File: config.mk
export PLATFORM = sky130hd
export DESIGN_NAME = main_fsm
export DESIGN_NICKNAME = d
export VERILOG_FILES = /design/src/rtl/riscv_ctrl_pkg.sv /design/src/rtl/mem_wait_timer.sv /design/src/rtl/main_fsm.sv
export SDC_FILE = /design/constraint.sdc
export NUM_CORES = 1
export LEC_CHECK = 0
export ABC_AREA = 0
export CELL_PAD_IN_SITES_DETAIL_PLACEMENT = 0
export CELL_PAD_IN_SITES_GLOBAL_PLACEMENT = 1
export CORE_ASPECT_RATIO = 0.75
export CORE_UTILIZATION = 32
export DETAILED_ROUTE_END_ITERATION = 10
export PLACE_DENSITY = 0.71
export SLEW_MARGIN = 5
export SYNTH_ARGS = -nofsm -noshare
export SYNTH_HDL_FRONTEND = slang
export SYNTH_HIERARCHICAL = 1
export SYNTH_SLANG_ARGS = --single-unit
File: constraint.sdc
create_clock -name clk -period 3.8 [get_ports clk]
set_input_delay 0.38 -clock clk [delete_from_list [all_inputs] [get_ports clk]]
set_output_delay 0.38 -clock clk [all_outputs]
set_load 0.01 [all_outputs]
File: src/rtl/riscv_ctrl_pkg.sv
// Shared encodings for the multicycle RISC-V control FSM: opcodes, state enum and datapath selects.
// The TRAP state only exists when MAIN_FSM_TRAP_EN is defined.
package riscv_ctrl_pkg;

    localparam logic [6:0] OP_LOAD   = 7'b0000011;
    localparam logic [6:0] OP_STORE  = 7'b0100011;
    localparam logic [6:0] OP_RTYPE  = 7'b0110011;
    localparam logic [6:0] OP_ITYPE  = 7'b0010011;
    localparam logic [6:0] OP_BRANCH = 7'b1100011;
    localparam logic [6:0] OP_JAL    = 7'b1101111;

    typedef enum logic [3:0] {
        S_FETCH    = 4'd0,
        S_DECODE   = 4'd1,
        S_MEMADR   = 4'd2,
        S_MEMREAD  = 4'd3,
        S_MEMWB    = 4'd4,
        S_MEMWRITE = 4'd5,
        S_EXECR    = 4'd6,
        S_EXECI    = 4'd7,
        S_ALUWB    = 4'd8,
        S_JAL      = 4'd9,
`ifdef MAIN_FSM_TRAP_EN
        S_BEQ      = 4'd10,
        S_TRAP     = 4'd11
`else
        S_BEQ      = 4'd10
`endif
    } state_e;

    typedef enum logic [1:0] {
        ALUOP_ADD   = 2'b00,
        ALUOP_SUB   = 2'b01,
        ALUOP_FUNCT = 2'b10
    } alu_op_e;

    typedef enum logic [1:0] {
        RES_ALUOUT    = 2'b00,
        RES_DATA      = 2'b01,
        RES_ALURESULT = 2'b10
    } result_src_e;

    typedef enum logic [1:0] {
        SRCA_PC    = 2'b00,
        SRCA_OLDPC = 2'b01,
        SRCA_RS1   = 2'b10
    } alu_src_a_e;

    typedef enum logic [1:0] {
        SRCB_RS2  = 2'b00,
        SRCB_IMM  = 2'b01,
        SRCB_FOUR = 2'b10
    } alu_src_b_e;

    typedef enum logic [2:0] {
        IMM_I = 3'b000,
        IMM_S = 3'b001,
        IMM_B = 3'b010,
        IMM_J = 3'b011
    } imm_src_e;

    // Immediate format follows the opcode directly, independent of FSM state.
    function automatic imm_src_e imm_src_of(input logic [6:0] op);
        case (op)
            OP_STORE:  return IMM_S;
            OP_BRANCH: return IMM_B;
            OP_JAL:    return IMM_J;
            default:   return IMM_I;
        endcase
    endfunction

    // States that hold a memory access open until mem_ready.
    function automatic logic is_mem_wait(input state_e s);
        return (s == S_FETCH) || (s == S_MEMREAD) || (s == S_MEMWRITE);
    endfunction

endpackage

File: src/rtl/mem_wait_timer.sv
// Saturating wait counter for memory accesses; expired marks the cycle the count reaches TIMEOUT_MAX.
// TIMEOUT_MAX of 0 keeps the counter at zero and never expires.
module mem_wait_timer #(
    parameter int TIMEOUT_W   = 8,
    parameter int TIMEOUT_MAX = 255
) (
    input  logic clk,
    input  logic rst_n,
    input  logic clear,
    input  logic wait_en,
    output logic expired
);

    localparam logic [TIMEOUT_W-1:0] LIMIT = TIMEOUT_W'(TIMEOUT_MAX);

    logic [TIMEOUT_W-1:0] count_d;
    logic [TIMEOUT_W-1:0] count_q;

    always_comb begin
        // NOTE: assign a default before any branch so no path leaves count_d unassigned (no latch).
        count_d = count_q;
        if (clear) begin
            count_d = '0;
        end else if (wait_en && (count_q != LIMIT)) begin
            count_d = count_q + TIMEOUT_W'(1);
        end
    end

    // NOTE: sequential state uses non-blocking assignments so every flop samples pre-edge values.
    always_ff @(posedge clk or negedge rst_n) begin
        if (!rst_n) begin
            count_q <= '0;
        end else begin
            count_q <= count_d;
        end
    end

    assign expired = (TIMEOUT_MAX != 0) && (count_q == LIMIT);

endmodule

File: src/rtl/main_fsm.sv
// Multicycle RISC-V control FSM with a memory-wait timeout that raises bus_err.
// Define MAIN_FSM_TRAP_EN to route unknown opcodes through a TRAP state that pulses illegal_instr.
module main_fsm
    import riscv_ctrl_pkg::*;
#(
    parameter int TIMEOUT_W   = 8,
    parameter int TIMEOUT_MAX = 255
) (
    input  logic       clk,
    input  logic       reset_n,
    input  logic [6:0] op,
    input  logic       zero,
    input  logic       mem_ready,
    output logic       mem_req,
    output logic       PCWrite,
    output logic       IRWrite,
    output logic       AdrSrc,
    output logic       MemWrite,
    output logic       RegWrite,
    output logic [1:0] ResultSrc,
    output logic [1:0] ALUSrcA,
    output logic [1:0] ALUSrcB,
    output logic [1:0] ALUOp,
    output logic [2:0] ImmSrc,
    output logic       bus_err,
    output logic       illegal_instr
);

    state_e state_d;
    state_e state_q;

    logic timer_clear;
    logic timer_wait;
    logic timer_expired;
    logic timed_out;

    // An expiry only counts when the memory has not answered in that same cycle.
    assign timed_out = is_mem_wait(state_q) && timer_expired && !mem_ready;

    always_comb begin
        state_d = state_q;
        case (state_q)
            S_FETCH: begin
                if (mem_ready)      state_d = S_DECODE;
                else if (timed_out) state_d = S_FETCH;
            end
            S_DECODE: begin
                case (op)
                    OP_LOAD, OP_STORE: state_d = S_MEMADR;
                    OP_RTYPE:          state_d = S_EXECR;
                    OP_ITYPE:          state_d = S_EXECI;
                    OP_BRANCH:         state_d = S_BEQ;
                    OP_JAL:            state_d = S_JAL;
`ifdef MAIN_FSM_TRAP_EN
                    default:           state_d = S_TRAP;
`else
                    default:           state_d = S_FETCH;
`endif
                endcase
            end
            S_MEMADR: begin
                if (op == OP_LOAD)       state_d = S_MEMREAD;
                else if (op == OP_STORE) state_d = S_MEMWRITE;
                else                     state_d = S_FETCH;
            end
            S_MEMREAD: begin
                if (mem_ready)      state_d = S_MEMWB;
                else if (timed_out) state_d = S_FETCH;
            end
            S_MEMWRITE: begin
                if (mem_ready || timed_out) state_d = S_FETCH;
            end
            S_EXECR, S_EXECI, S_JAL: state_d = S_ALUWB;
            S_MEMWB, S_ALUWB, S_BEQ: state_d = S_FETCH;
`ifdef MAIN_FSM_TRAP_EN
            S_TRAP:                  state_d = S_FETCH;
`endif
            default:                 state_d = S_FETCH;
        endcase
    end

    always_ff @(posedge clk or negedge reset_n) begin
        if (!reset_n) begin
            state_q <= S_FETCH;
        end else begin
            state_q <= state_d;
        end
    end

    // Re-arm on every entry to a wait state, including FETCH re-entered after a timeout.
    assign timer_clear = is_mem_wait(state_d) && ((state_d != state_q) || timed_out);
    assign timer_wait  = is_mem_wait(state_q) && !mem_ready;

    mem_wait_timer #(
        .TIMEOUT_W   (TIMEOUT_W),
        .TIMEOUT_MAX (TIMEOUT_MAX)
    ) u_timer (
        .clk     (clk),
        .rst_n   (reset_n),
        .clear   (timer_clear),
        .wait_en (timer_wait),
        .expired (timer_expired)
    );

    always_comb begin
        mem_req   = 1'b0;
        PCWrite   = 1'b0;
        IRWrite   = 1'b0;
        AdrSrc    = 1'b0;
        MemWrite  = 1'b0;
        RegWrite  = 1'b0;
        ResultSrc = RES_ALUOUT;
        ALUSrcA   = SRCA_PC;
        ALUSrcB   = SRCB_RS2;
        ALUOp     = ALUOP_ADD;
        case (state_q)
            S_FETCH: begin
                mem_req   = 1'b1;
                ALUSrcB   = SRCB_FOUR;
                ResultSrc = RES_ALURESULT;
                IRWrite   = mem_ready;
                PCWrite   = mem_ready;
            end
            S_DECODE: begin
                ALUSrcA = SRCA_OLDPC;
                ALUSrcB = SRCB_IMM;
            end
            S_MEMADR: begin
                ALUSrcA = SRCA_RS1;
                ALUSrcB = SRCB_IMM;
            end
            S_MEMREAD: begin
                mem_req = 1'b1;
                AdrSrc  = 1'b1;
            end
            S_MEMWB: begin
                ResultSrc = RES_DATA;
                RegWrite  = 1'b1;
            end
            S_MEMWRITE: begin
                mem_req  = 1'b1;
                AdrSrc   = 1'b1;
                MemWrite = 1'b1;
            end
            S_EXECR: begin
                ALUSrcA = SRCA_RS1;
                ALUSrcB = SRCB_RS2;
                ALUOp   = ALUOP_FUNCT;
            end
            S_EXECI: begin
                ALUSrcA = SRCA_RS1;
                ALUSrcB = SRCB_IMM;
                ALUOp   = ALUOP_FUNCT;
            end
            S_ALUWB: begin
                ResultSrc = RES_ALUOUT;
                RegWrite  = 1'b1;
            end
            S_JAL: begin
                ALUSrcA = SRCA_OLDPC;
                ALUSrcB = SRCB_FOUR;
                PCWrite = 1'b1;
            end
            S_BEQ: begin
                ALUSrcA = SRCA_RS1;
                ALUSrcB = SRCB_RS2;
                ALUOp   = ALUOP_SUB;
                PCWrite = zero;
            end
            default: ;
        endcase

        // An abandoned access must not commit anything to PC, IR or memory.
        if (timed_out) begin
            MemWrite = 1'b0;
            IRWrite  = 1'b0;
            PCWrite  = 1'b0;
        end
        if (!reset_n) begin
            mem_req = 1'b0;
            PCWrite = 1'b0;
            IRWrite = 1'b0;
        end
    end

    assign bus_err = reset_n && timed_out;
    assign ImmSrc  = imm_src_of(op);

`ifdef MAIN_FSM_TRAP_EN
    assign illegal_instr = reset_n && (state_q == S_TRAP);
`else
    assign illegal_instr = 1'b0;
`endif

endmodule

Word level (Yosys, flattened, before mapping)
Cells that the tools add are included.
{"block": "word_totals", "memories": 0, "latch_bits": 0, "romBits": 0, "elab_cells": 77, "register_bits": 12, "ramBits": 0, "output_inout_bits": 19, "input_bits": 11}
{"block": "classes", "magnitude_cmp": 0, "shift": 0, "n_reduce_logical": 26, "div_mod_pow": 0, "mux": 27, "bitwise": 0, "n_mul": 0, "eq_ne": 21, "n_addsub": 1}
{"operator": "case mux 4 bit (6 select lines)", "count": 1}
{"operator": "equality test 4 x 3 -> 1 bit, second input constant", "count": 5}
{"operator": "case mux 4 bit (5 select lines)", "count": 1}
{"operator": "2-to-1 mux 4 bit", "count": 4}
{"operator": "2-to-1 mux 8 bit", "count": 2}
{"operator": "case mux 2 bit (2 select lines)", "count": 4}
{"operator": "equality test 7 x 6 -> 1 bit, second input constant", "count": 2}
{"operator": "equality test 7 bit, second input constant", "count": 2}
{"operator": "equality test 4 x 2 -> 1 bit, second input constant", "count": 3}
{"operator": "equality test 4 bit, second input constant", "count": 3}
{"operator": "OR reduction 2 bit", "count": 6}
{"operator": "2-to-1 mux 1 bit", "count": 11}
{"operator": "OR reduction 3 bit", "count": 3}
{"operator": "adder 8 x 1 -> 8 bit, second input constant", "count": 1}
{"operator": "equality test 8 bit, second input constant", "count": 1}
{"operator": "zero test 4 bit", "count": 2}
{"operator": "inequality test 8 bit, second input constant", "count": 1}
{"operator": "equality test 7 x 2 -> 1 bit, second input constant", "count": 1}
{"operator": "equality test 7 x 5 -> 1 bit, second input constant", "count": 1}
{"operator": "logical AND 1 bit", "count": 6}
{"operator": "logical OR 1 bit", "count": 6}
{"operator": "2-to-1 mux 3 bit", "count": 2}
{"operator": "case mux 2 bit (3 select lines)", "count": 1}
{"operator": "equality test 4 x 1 -> 1 bit, second input constant", "count": 1}
{"operator": "other kinds (5)", "count": 5}

Depth between registers and ports, before layout
{"block": "logic_depth", "depth_word": 13, "mapped_depth": 12, "ltp_nobuf": 11}

By module
Netlist, hierarchy kept.
{"module": "main_fsm", "seq_area_each_um2": 100.1, "area_each_um2": 828.3, "cells_per_inst": 112, "instances": 1}
{"module": "mem_wait_timer", "seq_area_each_um2": 200.2, "area_each_um2": 469.2, "cells_per_inst": 47, "instances": 1}

Worst setup path after synthesis
OpenSTA, ideal clock, no wires.
{"block": "synth_timing", "path_type": "register -> register", "from": "register u_timer.count_q[0]", "to": "register u_timer.count_q[0]", "setup_time_ps": 125, "path_stages_with_launch": 13, "slack_ps": 1072, "arrival_ps": 2603, "cell_sequence": "dfrtp_1 -> ha_1 -> and4_4 -> and2_2 -> nor2_1 -> nand2_1 -> or3_1 -> o211ai_1 -> inv_1 -> a211oi_1 -> clkbuf_1 -> nor2b_1 -> mux2_4"}
{"block": "synth_via", "elab_chain_cells": 11}
{"item": "from (decl)", "line": "mem_wait_timer.sv:17", "rtl": "logic [TIMEOUT_W-1:0] count_q;"}
{"item": "from (signal assigned)", "line": "mem_wait_timer.sv:34", "rtl": "count_q <= count_d;"}
{"item": "equality test 8 bit *", "line": "mem_wait_timer.sv:38", "rtl": "assign expired = (TIMEOUT_MAX != 0) && (count_q == LIMIT);"}
{"item": "net timer_expired", "line": "main_fsm.sv:34", "rtl": "logic timer_expired;"}
{"item": "logical AND 1 bit * (2 in a row)", "line": "main_fsm.sv:38", "rtl": "assign timed_out = is_mem_wait(state_q) && timer_expired && !mem_ready;"}
{"item": "2-to-1 mux 4 bit / logical OR 1 bit (equally long branches)", "line": "main_fsm.sv:45, main_fsm.sv:68, main_fsm.sv:71"}
{"item": "2-to-1 mux 4 bit (on tied branches)", "line": "main_fsm.sv:67, main_fsm.sv:44, main_fsm.sv:71"}
{"item": "case mux 4 bit (6 select lines) *", "line": "main_fsm.sv:42", "rtl": "case (state_q)"}
{"item": "net state_d[0]", "line": "main_fsm.sv:29", "rtl": "state_e state_d;"}
{"item": "equality test 4 x 2 -> 1 bit / zero test 4 bit (equally long branches)", "line": "riscv_ctrl_pkg.sv:74", "rtl": "return (s == S_FETCH) || (s == S_MEMREAD) || (s == S_MEMWRITE);"}
{"item": "logical OR 1 bit (2 in a row)", "line": "riscv_ctrl_pkg.sv:74"}
{"item": "logical AND 1 bit *", "line": "main_fsm.sv:91", "rtl": "assign timer_clear = is_mem_wait(state_d) && ((state_d != state_q) || timed_out);"}
{"item": "net timer_clear", "line": "main_fsm.sv:32", "rtl": "logic timer_clear;"}
{"item": "2-to-1 mux 8 bit / nonzero test 2 bit (equally long branches)"}
Mark *: on every way through the listed nets, which the timed path passes. The rest lies on a longest branch. The select of a mux whose other input is x is not followed.
A chain may end at the register's enable or synchronous reset.

Final worst setup path
Same ends and word-level chain as after synthesis.

==> flow_metrics.py <==
metrics = {
    "final_layout": {
        "fin_area_sq_mm": 0.001644,
        "antenna_cells": 0,
        "n_fill_cell": 380,
        "fin_nets": 194,
        "synthToLayoutAreaGrowth_pct": 26.71,
        "drive_gt1_frac": 0.1105,
    },
    "clock_network": {
        "clock_path_buffers": 2,
        "cts_root_buffer": "clkbuf_8",
        "hold_buffers": 0,
        "htree_levels": 1,
        "insertion_delay_ns": 0.24,
        "cts_resized": 0,
        "tritoncts": "yes",
        "path_clk_slew_ns": 0.05,
        "cts.sinks": 12,
        "cts_buffers": 3,
        "cts_setup_buffers": 0,
    },
    "worst_setup_path": {
        "cp.arrival_ns": 3.05,
        "end_kind": "register",
        "ff2ff_path_depth": 12,
        "reg2reg_from": "u_timer/count_q[0]",
        "critPathSlowestCell": "dfrtp_1",
        "start_kind": "register",
        "max_stage_delay_ns": 0.42,
        "r2r_setup_slack_ns": 0.87,
        "crit_chain": "ha_1, and4_4, and2_2, nor2_1, nand2_1, or3_1, o211ai_1, inv_1, a211oi_1, buf_4, nor2b_1, mux2_4",
        "crit_required_ns": 3.92,
        "critPathTopFamily": "simple AND/OR/NAND/NOR gates",
        "critPathMaxFanout": 11,
        "worstSetupPathType": "reg2reg",
        "critPathBufInv": 2,
        "worstReg2RegEnd": "u_timer/count_q[0]",
    },
    "grt": {
        "use_met1": 0.2810,
        "grt_use_met3": 0.04947,
        "antenna_found_initial": 0,
        "grt_pass1_vias": 1232,
        "top_usage_layer": "met1",
        "grtUsageTotal": 0.1808,
        "grt_pass1_wl_mm": 6.016,
        "overflow": 0,
        "use_met2": 0.2513,
        "grt_max_degree": 23,
    },
    "drt": {
        "drt_iter0_markers": 133,
        "firstDrtPassIters": 4,
        "drc": 0,
        "wl_mm": 3.434,
        "ant_nets": 0,
        "avgRoutedWirePerCell_microns": 14.74,
        "vias_per_cell": 5.464,
        "num_vias": 1273,
    },
    "power_and_ir_drop": {
        "p_sw_frac": 0.3040,
        "p_seq_frac": 0.377,
        "p_leak_uw": 0.0006344,
        "power_uw": 426.1,
        "internal_power_uw": 296.6,
        "p_clk_frac": 0.326,
        "peakVddDrop_v": 0.0001566,
        "p_comb_frac": 0.297,
        "p_sw_uw": 129.6,
        "power.density_mw_per_mm2": 259.2,
    },
    "sta": {
        "max_freq_ghz": 0.3418,
        "setup_violations": 0,
        "worst_hold_slack_ns": 0.5298,
        "max_slew.worst_pin.slew_ns": 0.7117,
        "fin_crit_ns": 2.926,
        "finalCritPeriodShare": 0.7700,
        "maxSlewHeadroom": 0.5256,
        "hold_viol_final": 0,
        "worst_clock_skew_ns": 0.002666,
        "rsz0062_at_grt": "no",
        "finalSetupTns_ns": 0,
        "slew_violations": 0,
    },
    "die": {
        "die_w_microns": 75.53,
        "dieArea_sq_mm": 0.004316,
        "num_rows": 19,
        "core_area_sq_mm": 0.003780,
        "initial_core_util": 0.3433,
        "chipHeight_microns": 57.15,
        "io_pins": 30,
    },
    "placed_design": {
        "place_area_sq_mm": 0.001589,
        "io_buffer_count": 27,
        "gp_congestion": 0.8289,
        "dp_hpwl_mm": 2.627,
    },
    "logic_synthesis": {
        "yosysMostFrequentCell": "dfrtp_1",
        "synth_cells": 159,
        "ys_top_cells_by_count": "dfrtp_1, nor2_1, a21oi_1, nand2_1, nand2b_1",
        "ys_seq_elements": 12,
        "synth_edf_count": 0,
        "synth_top_cell_by_area": "dfrtp_1",
        "syn_area_sq_mm": 0.001297,
        "netlist_top_cells_area": "dfrtp_1, a211oi_1, nand2b_1",
        "ys.flop_type": "dfrtp_1",
        "ys_seq_area_frac": 0.2314,
        "ys_warn_count": 6,
        "synth-async-reset-ratio": 1.000,
        "synth_top_area_share": 0.2314,
        "postSynthAreaPerCell_sq_um": 8.160,
        "ys_types": 56,
    },
    "job": {
        "drv_cap": 0,
    },
    "status": {
        "status": "completed",
    },
    "worst_hold_path": {
        "min_path_type": "in2async",
    },
}
## layout make-up
cell class / instances / area, sq um / area share
clock buffers: 4 / 55.05 / 0.03349
multi-input cells: 130 / 919.6 / 0.5594
inverters: 7 / 26.28 / 0.01598
repair buffers: 28 / 277.8 / 0.1689
well taps: 52 / 65.06 / 0.03957
flip-flops and latches: 12 / 300.3 / 0.1826
## per-layer routing
layer,wire (microns),vias to the layer above
met4,0,0
li1,-,636
met1,1793,591
met5,0,-
met2,1415,46
met3,226,0
## cell usage in the layout (no fill, tap or decap), types with 6 or more instances in the layout
cell | synthesis | routed
nand3_1 | 6 | 6
nand2_1 | 9 | 9
nor3_1 | 7 | 7
clkdlybuf4s50_1 | 0 | 27
a21oi_1 | 9 | 9
inv_1 | 6 | 6
nor2_1 | 11 | 11
nand2b_1 | 9 | 9
dfrtp_1 | 12 | 12
and3_1 | 6 | 6
a211oi_1 | 8 | 8
## worst max-delay path by stage
stage / from / end / slack, ns / depth (start not counted)
floorplan: u_timer/count_q[0] / u_timer/count_q[0] / 1.07 / 12
global placement: op[2] / u_timer/count_q[3] / 0.88 / 10
detailed placement: op[2] / u_timer/count_q[3] / 0.85 / 10
CTS: u_timer/count_q[0] / u_timer/count_q[0] / 0.88 / 12
global route: u_timer/count_q[0] / u_timer/count_q[7] / 0.61 / 12
finish: u_timer/count_q[0] / u_timer/count_q[0] / 0.87 / 12
## cell families (layout without fill, tap and decap cells)
logic type,Yosys count,in the layout,share of synthesized area
mux,5,5,0.04339
compound gates,39,39,0.2411
fa+ha+maj,1,1,0.009642
simple gates,80,80,0.3886
flops,12,12,0.2314
other cells,1,2,0.002890
buf+inv,18,39,0.06267
xor+xnor,3,3,0.02025
## flip-flops by register name, indices dropped and copies added (netlist names)
signal and count:
u_timer/count_q 8, state_q 4
## through the flow
stage	std cells	setup slack [ns]	util
after floorplan	160	1.072	-
after global placement	229	0.8780	0.4204
after detailed placement	229	0.8454	0.4204
after CTS	233	0.8785	0.4350
after global routing	233	0.6135	0.4350
final	233	0.8741	0.4350
## worst register-to-register path, stage by stage (launching register included)
cell,delay (ns)
dfrtp_1,0.42
ha_1,0.28
and4_4,0.22
and2_2,0.19
nor2_1,0.20
nand2_1,0.12
or3_1,0.40
o211ai_1,0.17
inv_1,0.07
a211oi_1,0.21
buf_4,0.21
nor2b_1,0.06
mux2_4,0.26
## power by group through the flow
stage	sequential [uW]	combinational [uW]	clock (uW)
2_1_floorplan	150	85.5	0
3_3_place_gp	160	123	0
3_5_place_dp	161	127	0
4_1_cts	160	128	146
5_1_grt	162	143	153
6_report	160	127	139
Note: power is estimated with default switching activity, not from simulation.
